--- src/rtl/inp_feeder_pkg.sv ---
// Shared definitions for the INPMEM input feeder: FSM state encoding and
// default geometry shared with the INPMEM instantiation.
package inp_feeder_pkg;

  localparam int unsigned INP_ADDR_W_DEF = 16;
  localparam int unsigned INP_ROWS_DEF   = 4;
  localparam int unsigned INP_STEP_W_DEF = 8;

  typedef enum logic [1:0] {
    ST_IDLE  = 2'd0,
    ST_FETCH = 2'd1,
    ST_FLUSH = 2'd2,
    ST_DONE  = 2'd3
  } state_t;

endpackage

--- src/rtl/inp_feeder_skew.sv ---
// inp_skew: 8-bit delay line of DEPTH stages that advances only when en=1.
// clr zeroes every stage so a new tile starts with an empty wavefront.
module inp_skew #(
  parameter int unsigned DEPTH = 1
) (
  input  logic       clk,
  input  logic       rst_n,
  input  logic       en,
  input  logic       clr,
  input  logic [7:0] din,
  output logic [7:0] dout
);

  logic [DEPTH-1:0][7:0] stage;

  // Shift one byte in per accepted beat; clear on reset or new tile.
  always_ff @(posedge clk) begin
    if (!rst_n || clr) begin
      stage <= '0;
    end else if (en) begin
      stage[0] <= din;
      for (int i = 1; i < int'(DEPTH); i++) begin
        stage[i] <= stage[i-1];
      end
    end
  end

  assign dout = stage[DEPTH-1];

endmodule

--- src/rtl/inp_feeder.sv ---
// inp_feeder: streams K vectors of ROWS bytes out of INPMEM, one byte read per
// cycle, and presents them to the systolic array over valid/ready.
// Optional diagonal skew + zero flush when INP_FEEDER_SKEW_EN is defined.
// mem_cen is the only combinational output: its stall term depends on the
// consumer's vec_ready in the same cycle.
module inp_feeder
  import inp_feeder_pkg::*;
#(
  parameter int unsigned ADDR_W = INP_ADDR_W_DEF,
  parameter int unsigned ROWS   = INP_ROWS_DEF,
  parameter int unsigned STEP_W = INP_STEP_W_DEF
) (
  input  logic                clk,
  input  logic                rst_n,
  input  logic                start,
  input  logic [ADDR_W-1:0]   base_addr,
  input  logic [STEP_W-1:0]   num_steps,
  output logic                mem_cen,
  output logic                mem_wen,
  output logic [ADDR_W-1:0]   mem_a,
  input  logic [7:0]          mem_q,
  output logic [ROWS*8-1:0]   vec_data,
  output logic                vec_valid,
  input  logic                vec_ready,
  output logic                vec_last,
  output logic                busy,
  output logic                done
);

  localparam int unsigned LANE_W = (ROWS > 1) ? $clog2(ROWS) : 1;
  localparam int unsigned CNT_W  = STEP_W + LANE_W + 1;

  state_t                  state;
  logic [STEP_W-1:0]       k_reg;
  logic [ADDR_W-1:0]       addr;
  logic [CNT_W-1:0]        issue_cnt;
  logic [CNT_W-1:0]        load_cnt;
  logic                    rd_pend;
  logic [LANE_W-1:0]       cap_lane;
  logic [ROWS-1:0][7:0]    gather;
  logic                    gather_full;
  logic [ROWS*8-1:0]       cur_vec;

  logic                    accept;
  logic                    out_free;
  logic                    complete_now;
  logic                    issue;
  logic [CNT_W-1:0]        total_reads;
  logic [CNT_W-1:0]        last_idx;

  // Handshake, stall and issue decisions for the current cycle.
  always_comb begin
    accept       = vec_valid & vec_ready;
    out_free     = ~vec_valid | vec_ready;
    complete_now = rd_pend & (cap_lane == LANE_W'(ROWS - 1));
    total_reads  = CNT_W'(k_reg) * CNT_W'(ROWS);
`ifdef INP_FEEDER_SKEW_EN
    last_idx     = CNT_W'(k_reg) + CNT_W'(ROWS - 1) - CNT_W'(1);
`else
    last_idx     = CNT_W'(k_reg) - CNT_W'(1);
`endif
    issue        = (state == ST_FETCH) && (issue_cnt != total_reads) &&
                   !gather_full && !(complete_now && !out_free);
  end

  assign mem_cen = ~issue;
  assign mem_wen = 1'b1;
  assign mem_a   = addr;

  // Main FSM: read issue, byte gather, output register and tile control.
  always_ff @(posedge clk) begin
    if (!rst_n) begin
      state       <= ST_IDLE;
      k_reg       <= '0;
      addr        <= '0;
      issue_cnt   <= '0;
      load_cnt    <= '0;
      rd_pend     <= 1'b0;
      cap_lane    <= '0;
      gather      <= '0;
      gather_full <= 1'b0;
      cur_vec     <= '0;
      vec_valid   <= 1'b0;
      vec_last    <= 1'b0;
      busy        <= 1'b0;
      done        <= 1'b0;
    end else begin
      done <= (state == ST_DONE);
      case (state)
        ST_IDLE: begin
          if (start) begin
            k_reg       <= num_steps;
            addr        <= base_addr;
            issue_cnt   <= '0;
            load_cnt    <= '0;
            rd_pend     <= 1'b0;
            cap_lane    <= '0;
            gather      <= '0;
            gather_full <= 1'b0;
            busy        <= 1'b1;
            state       <= (num_steps == '0) ? ST_DONE : ST_FETCH;
          end
        end

        ST_FETCH: begin
          rd_pend <= issue;
          if (issue) begin
            addr      <= addr + ADDR_W'(1);
            issue_cnt <= issue_cnt + CNT_W'(1);
          end
          if (rd_pend) begin
            cap_lane <= complete_now ? '0 : cap_lane + LANE_W'(1);
          end

          if (complete_now) begin
            if (out_free) begin
              cur_vec   <= {mem_q, gather[ROWS-2:0]};
              vec_valid <= 1'b1;
              vec_last  <= (load_cnt == last_idx);
              load_cnt  <= load_cnt + CNT_W'(1);
            end else begin
              gather[ROWS-1] <= mem_q;
              gather_full    <= 1'b1;
            end
          end else begin
            if (rd_pend) begin
              gather[cap_lane] <= mem_q;
            end
            if (gather_full && accept) begin
              cur_vec     <= gather;
              vec_valid   <= 1'b1;
              vec_last    <= (load_cnt == last_idx);
              load_cnt    <= load_cnt + CNT_W'(1);
              gather_full <= 1'b0;
            end else if (accept) begin
              vec_valid <= 1'b0;
              vec_last  <= 1'b0;
            end
          end

          if (accept && !gather_full && (load_cnt == CNT_W'(k_reg))) begin
`ifdef INP_FEEDER_SKEW_EN
            state <= ST_FLUSH;
`else
            state <= ST_DONE;
`endif
          end
        end

        ST_FLUSH: begin
`ifdef INP_FEEDER_SKEW_EN
          if (out_free && (load_cnt != last_idx + CNT_W'(1))) begin
            cur_vec   <= '0;
            vec_valid <= 1'b1;
            vec_last  <= (load_cnt == last_idx);
            load_cnt  <= load_cnt + CNT_W'(1);
          end else if (accept) begin
            vec_valid <= 1'b0;
            vec_last  <= 1'b0;
          end
          if (accept && vec_last) begin
            state <= ST_DONE;
          end
`else
          state <= ST_IDLE;
          busy  <= 1'b0;
`endif
        end

        ST_DONE: begin
          state <= ST_IDLE;
          busy  <= 1'b0;
        end

        default: begin
          state <= ST_IDLE;
        end
      endcase
    end
  end

`ifdef INP_FEEDER_SKEW_EN
  logic skew_clr;
  assign skew_clr = (state == ST_IDLE) && start;

  // Lane 0 is undelayed; lane r is delayed r accepted beats.
  assign vec_data[7:0] = cur_vec[7:0];
  for (genvar r = 1; r < int'(ROWS); r++) begin : g_skew
    inp_skew #(
      .DEPTH (int unsigned'(r))
    ) u_skew (
      .clk   (clk),
      .rst_n (rst_n),
      .en    (accept),
      .clr   (skew_clr),
      .din   (cur_vec[8*r +: 8]),
      .dout  (vec_data[8*r +: 8])
    );
  end
`else
  assign vec_data = cur_vec;
`endif

endmodule
--- config.mk ---
export PLATFORM = sky130hd
export DESIGN_NAME = inp_feeder
export DESIGN_NICKNAME = d
export VERILOG_FILES = /design/src/rtl/inp_feeder_pkg.sv /design/src/rtl/inp_feeder_skew.sv /design/src/rtl/inp_feeder.sv
export SDC_FILE = /design/constraint.sdc
export NUM_CORES = 1
export LEC_CHECK = 0
export ABC_CLOCK_PERIOD_IN_PS = 2270
export BUFFER_PORTS_ARGS = -buffer_cell sky130_fd_sc_hd__buf_4
export CAP_MARGIN = 20
export CORE_ASPECT_RATIO = 0.9
export CORE_MARGIN = 2
export CORE_UTILIZATION = 30
export CTS_BUF_LIST = sky130_fd_sc_hd__clkbuf_2
export CTS_CLUSTER_SIZE = 30
export DETAILED_ROUTE_END_ITERATION = 12
export GPL_TIMING_DRIVEN = 0
export SLEW_MARGIN = 25
export SYNTH_ARGS = -nofsm -noshare
export SYNTH_HDL_FRONTEND = slang
export SYNTH_SLANG_ARGS = --single-unit
--- constraint.sdc ---
create_clock -name clk -period 2.27 [get_ports clk]
set_clock_uncertainty 0.05 [all_clocks]
set_input_delay 0.454 -clock clk [delete_from_list [all_inputs] [get_ports clk]]
set_output_delay 0.454 -clock clk [all_outputs]
set_load 0.05 [all_outputs]
=== After elaboration in Yosys (flattened, before gate mapping) ===
Index checks and enable logic that the tools add are counted.

* Register bits after elaboration: 120
* Bits of input ports: 36
* Output and inout port bits: 54
* Word-level logic and storage cells: 121

* Add/subtract/negate cells: 5
* Order comparisons: 2
* Eq/ne operators: 17
* Mux-type cells: 45
* Bitwise logic cells: 5
* Reductions and logical operators: 30

{| class="wikitable"
|+ Operators by type and width
! kind !! number
|-
| two-way mux 32 bit || 5
|-
| case mux 32 bit (2 select lines) || 1
|-
| two-way mux 11 bit || 5
|-
| case mux 11 bit (2 select lines) || 2
|-
| bitwise mux 32 bit || 1
|-
| two-way mux 16 bit || 2
|-
| case mux 16 bit (2 select lines) || 1
|-
| two-way mux 24 bit || 1
|-
| two-way mux 8 bit || 3
|-
| adder 11 x 1 -> 11 bit (second input constant) || 2
|-
| adder 16 x 1 -> 16 bit (second input constant) || 1
|-
| demux 8 bit (select 2 bit) || 1
|-
| AND reduction 4 bit || 4
|-
| two-way mux 1 bit || 12
|-
| two-way mux 2 bit || 6
|-
| AND reduction 3 bit || 4
|-
| == test 11 bit || 1
|-
| == test 11 x 8 -> 1 bit || 1
|-
| inequality test 11 x 10 -> 1 bit || 1
|-
| inequality test 2 bit (second input constant) || 5
|-
| inequality test 3 bit (second input constant) || 3
|-
| subtractor 8 x 1 -> 9 bit (second input constant) || 1
|-
| logical AND 1 bit || 8
|-
| zero test 8 bit || 1
|-
| other kinds (19) || 32
|}

=== Longest topological paths before layout ===
* Depth in word-level cells: 8
* Depth in mapped cells: 9
* Gate-level depth less buffers: 8

=== Worst setup path before layout ===
Ideal clock, no wire load.

* Path type: reg-to-output
* Start: register vec_valid
* End: output mem_cen
* Data arrival time: 1.852 ns
* Data required time: 1.766 ns
* Path slack: -0.086 ns
* Cell stages (with the launch flop): 6
* Path buffers: 1
* Cells stage by stage: dfxtp_1 > clkbuf_1 > and4b_1 > or3_1 > nor2_1 > inv_1

* Word-level cells in the longest chain between the ends: 7

{| class="wikitable"
|+ RTL lines
! item !! line !! source
|-
| from (decl) || inp_feeder.sv:23 || <nowiki>output logic vec_valid,</nowiki>
|-
| from (signal assigned) || inp_feeder.sv:83 || <nowiki>vec_valid <= 1'b0;</nowiki>
|-
| from (signal assigned) || inp_feeder.sv:118 || <nowiki>vec_valid <= 1'b1;</nowiki>
|-
| from (signal assigned) || inp_feeder.sv:131 || <nowiki>vec_valid <= 1'b1;</nowiki>
|-
| inverter 1 bit || inp_feeder.sv:54 || <nowiki>out_free = ~vec_valid | vec_ready;</nowiki>
|-
| bitwise OR 1 bit || inp_feeder.sv:54 ||
|-
| zero test 1 bit || inp_feeder.sv:63 || <nowiki>!gather_full && !(complete_now && !out_free);</nowiki>
|-
| logical AND 1 bit || inp_feeder.sv:63 ||
|-
| zero test 1 bit || inp_feeder.sv:63 ||
|-
| logical AND 1 bit || inp_feeder.sv:63 ||
|-
| inverter 1 bit || inp_feeder.sv:66 || <nowiki>assign mem_cen = ~issue;</nowiki>
|-
| to (decl) || inp_feeder.sv:18 || <nowiki>output logic mem_cen,</nowiki>
|}

No other way between the ends.

=== Worst setup path in the final report ===
* Start: register cap_lane[0]
* End: output mem_cen

* Word-level cells in the longest chain between the ends: 6

{| class="wikitable"
|+ RTL lines
! item !! line !! source
|-
| from (decl) || inp_feeder.sv:39 || <nowiki>logic [LANE_W-1:0] cap_lane;</nowiki>
|-
| from (signal assigned) || inp_feeder.sv:112 || <nowiki>cap_lane <= complete_now ? '0 : cap_lane + LANE_W'(1);</nowiki>
|-
| == test 2 bit || inp_feeder.sv:55 || <nowiki>complete_now = rd_pend & (cap_lane == LANE_W'(ROWS - 1));</nowiki>
|-
| AND 1 bit || inp_feeder.sv:55 ||
|-
| logical AND 1 bit || inp_feeder.sv:63 ||
|-
| zero test 1 bit || inp_feeder.sv:63 ||
|-
| logical AND 1 bit || inp_feeder.sv:63 ||
|-
| inverter 1 bit || inp_feeder.sv:66 ||
|}

No other way between the ends.

==> results.sh <==
export IMPL_grt_max_degree=17
export IMPL_cpPeakStageDelay_ps=380
export IMPL_cp_end_kind="output port"
export IMPL_final_hold_violation_count=0
export IMPL_slowest_stage="dfxtp_2"
export IMPL_rows=46
export IMPL_synthTopCellsByCount="138 x nand2_1, 120 x dfxtp_1, 79 x a21oi_1, 74 x nor2_1, 35 x clkbuf_1"
export IMPL_ys_flop_type="dfxtp_1"
export IMPL_yosysTopAreaCell="dfxtp_1"
export IMPL_first_iter_violations=410
export IMPL_slew_violations=0
export IMPL_synth_warnings=0
export IMPL_async_reset_ff_share_pct=0
export IMPL_syn_to_final_growth_pct=33.5
export IMPL_busiest_layer="met2"
export IMPL_dpl_hpwl_mm=12.0
export IMPL_synth_top_area_share_pct=43.8
export IMPL_cts_inserted_buffers=17
export IMPL_synth_area_leaders="dfxtp_1 44%, nand2_1 9.4%, a21oi_1 7.2%, nor2_1 5.1%, a22oi_1 3.3%"
export IMPL_die_h_um=132
export IMPL_cp_required_ps=1770
export IMPL_grtUsageMet3_pct=4.05
export IMPL_fin_crit_sh_pct=118
export IMPL_criticalPathCategory="reg2out"
export IMPL_maxCapViolCount=0
export IMPL_crit_buf_inv=2
export IMPL_grt_util_met2_pct=29.2
export IMPL_grt_overflow=0
export IMPL_fin_total_pwr_mw=4.68
export IMPL_status="finished with violations"
export IMPL_relSlewSlack_pct=50.5
export IMPL_initial_core_util_pct=30.8
export IMPL_setup_violations=2
export IMPL_grt_pass1_wl_mm=28.2
export IMPL_die_area_um2=19400
export IMPL_port_buffers=87
export IMPL_dr_pass1_iters=8
export IMPL_finalNetCount=889
export IMPL_clk_pin_slew_ps=180
export IMPL_cp_start_kind="flop"
export IMPL_fin_ws_ps=-397
export IMPL_pwr_share_clk_pct=33.4
export IMPL_cp_cell_sequence="ha_4 > and4b_2 > or3_4 > nor2_4 > inv_4 > buf_8"
export IMPL_cts_tree="built"
export IMPL_wl_per_cell_um=16.0
export IMPL_crit_family="simple AND/OR/NAND/NOR gates"
export IMPL_root_buffer="clkbuf_2"
export IMPL_pin_count=90
export IMPL_ys_ff_latch=120
export IMPL_drive_gt1_share_pct=22.8
export IMPL_core_um2=17800
export IMPL_worstPathArrival_ps=2160
export IMPL_crit_fanout=2
export IMPL_cts_sinks=120
export IMPL_hp_class="in2reg"
export IMPL_p_seq_share_pct=47.9
export IMPL_yosysSeqAreaShare_pct=43.8
export IMPL_place_inst=1024
export IMPL_max_freq_ghz=0.375
export IMPL_ir_drop_v=0.000315
export IMPL_syn_cell_area_um2=5490
export IMPL_gr_usage_met1_pct=24.6
export IMPL_grt_pass1_vias=5290
export IMPL_violations="negative setup slack"
export IMPL_routed_wl_mm=17.6
export IMPL_fin_area_um2=7320
export IMPL_pwr_share_comb_pct=18.7
export IMPL_switching_share_pct=31.1
export IMPL_vias=5587
export IMPL_p_per_area_nw_per_um2=639
export IMPL_die_w_um=147
export IMPL_yosysMostFrequentCell="nand2_1"
export IMPL_rsz0062_at_grt="yes"
export IMPL_antenna_found_initial=1
export IMPL_cts_htree_levels=4
export IMPL_gp_congestion=0.897
export IMPL_postSynthAreaPerCell_um2=7.87
export IMPL_finalCriticalPeriod_ps=2670
export IMPL_netSwitchingPower_mw=1.46
export IMPL_final_cells=1098
export IMPL_postPlaceCellArea_um2=6440
export IMPL_ctsLongestPathBuffers=2
export IMPL_clk_latency_ps=720
export IMPL_grt_util_all_layers_pct=18.3
export IMPL_synth_cells=697
export IMPL_viasPerCell=5.09
export IMPL_p_leak_nw=2.71
export IMPL_tightest_slew_ps=742
export IMPL_syn_nets=742
export IMPL_post_route_drc_count=0
export IMPL_yosysUniqueCellTypes=54
export IMPL_ant_nets=0
export IMPL_internal_power_mw=3.22
export IMPL_synth_edf_count=0
[logic make-up (layout without fill, tap and decap cells)]
| family | count (synthesis) | in the layout | synth area share, % |
|---|---|---|---|
| compound gates | 157 | 157 | 17.7 |
| flops | 120 | 120 | 43.8 |
| simple gates | 317 | 317 | 26.2 |
| other cells | 1 | 2 | 0.0684 |
| fa+ha+maj | 9 | 9 | 2.05 |
| xor+xnor | 31 | 31 | 4.95 |
| buf+inv | 57 | 217 | 4.27 |
| mux | 5 | 5 | 0.981 |
[through the flow]
step	hold slack, ps	TNS [ps]	utilization, %	setup slack, ps
after floorplan	382	0	-	76.2
after global placement	390	-22430	36.2	-784
after detailed placement	393	-15640	36.2	-469
after CTS	0.753	-522	40.5	-522
after global routing	41.9	-770	41.2	-465
final	56.9	-423	41.2	-397
[path summary, 6_finish.rpt]
kind                             startpoint            end  slack, ps  cells past startpoint
worst max-delay path            cap_lane[0]        mem_cen       -400                      6
worst min-delay path                  rst_n       mem_a[9]         60                      3
worst max register to register     state[0]  issue_cnt[10]        -30                      6
worst min register to register   gather[23]   vec_data[23]        400                      2
[power groups by stage]
| stage | Combinational, mW | Clock, mW | Sequential (mW) |
|---|---|---|---|
| floorplan | 0.367 | 0 | 2.37 |
| global placement | 0.740 | 0 | 2.27 |
| detailed placement | 0.742 | 0 | 2.27 |
| CTS | 0.836 | 1.60 | 2.24 |
| global route | 0.944 | 1.67 | 2.25 |
| finish | 0.876 | 1.56 | 2.24 |
[routing by layer]
metal	routed length, um	vias to the layer above
li1	-	2747
met1	8280	2651
met2	8100	168
met3	898	21
met4	297	0
met5	0	-
[placed cells by master, fill, tap and decap left out, drive strengths merged, types with 9 or more instances in the layout]
cell         synthesis  layout
nand3               25      25
nand4               19      19
nor2                74      74
a22oi               24      24
clkbuf              35      49
ha                   9       9
inv                 10      10
and3                 9       9
a21oi               79      79
buf                 12     115
dlygate4sd3          0      30
nor3                16      16
dfxtp              120     120
xor2                13      13
nand2              138     138
xnor2               18      18
o21ai               16      16
a311oi               9       9
[worst reg2reg max path: stages, from the launching register on]
cell	delay (ps)
dfxtp_4	410
or3b_4	450
and4_1	260
and3_2	290
nor4b_4	300
nand4_1	150
mux2_2	300
[final cells by class]
| type | instances | area, um^2 |
|---|---|---|
| antenna | 1 | 2.50 |
| buffer | 40 | 190 |
| clock buffer | 19 | 95.1 |
| clock inverter | 13 | 179 |
| fill | 1854 | 10500 |
| inverter | 10 | 40.0 |
| multi-input combinational | 520 | 3000 |
| sequential | 120 | 2420 |
| tap | 240 | 300 |
| timing repair buffer | 135 | 1100 |
[timing repair]
| item | CTS | global route |
|---|---|---|
| endpoints found under the hold margin | 63 | 0 |
| gates resized for setup | 39 | 27 |
| pin swaps | 10 | 7 |
| hold buffers | 30 | 0 |
| setup buffers | 10 | 8 |
| endpoints found under the setup margin | 78 | 66 |
Note: power is estimated with default switching activity, not from simulation.
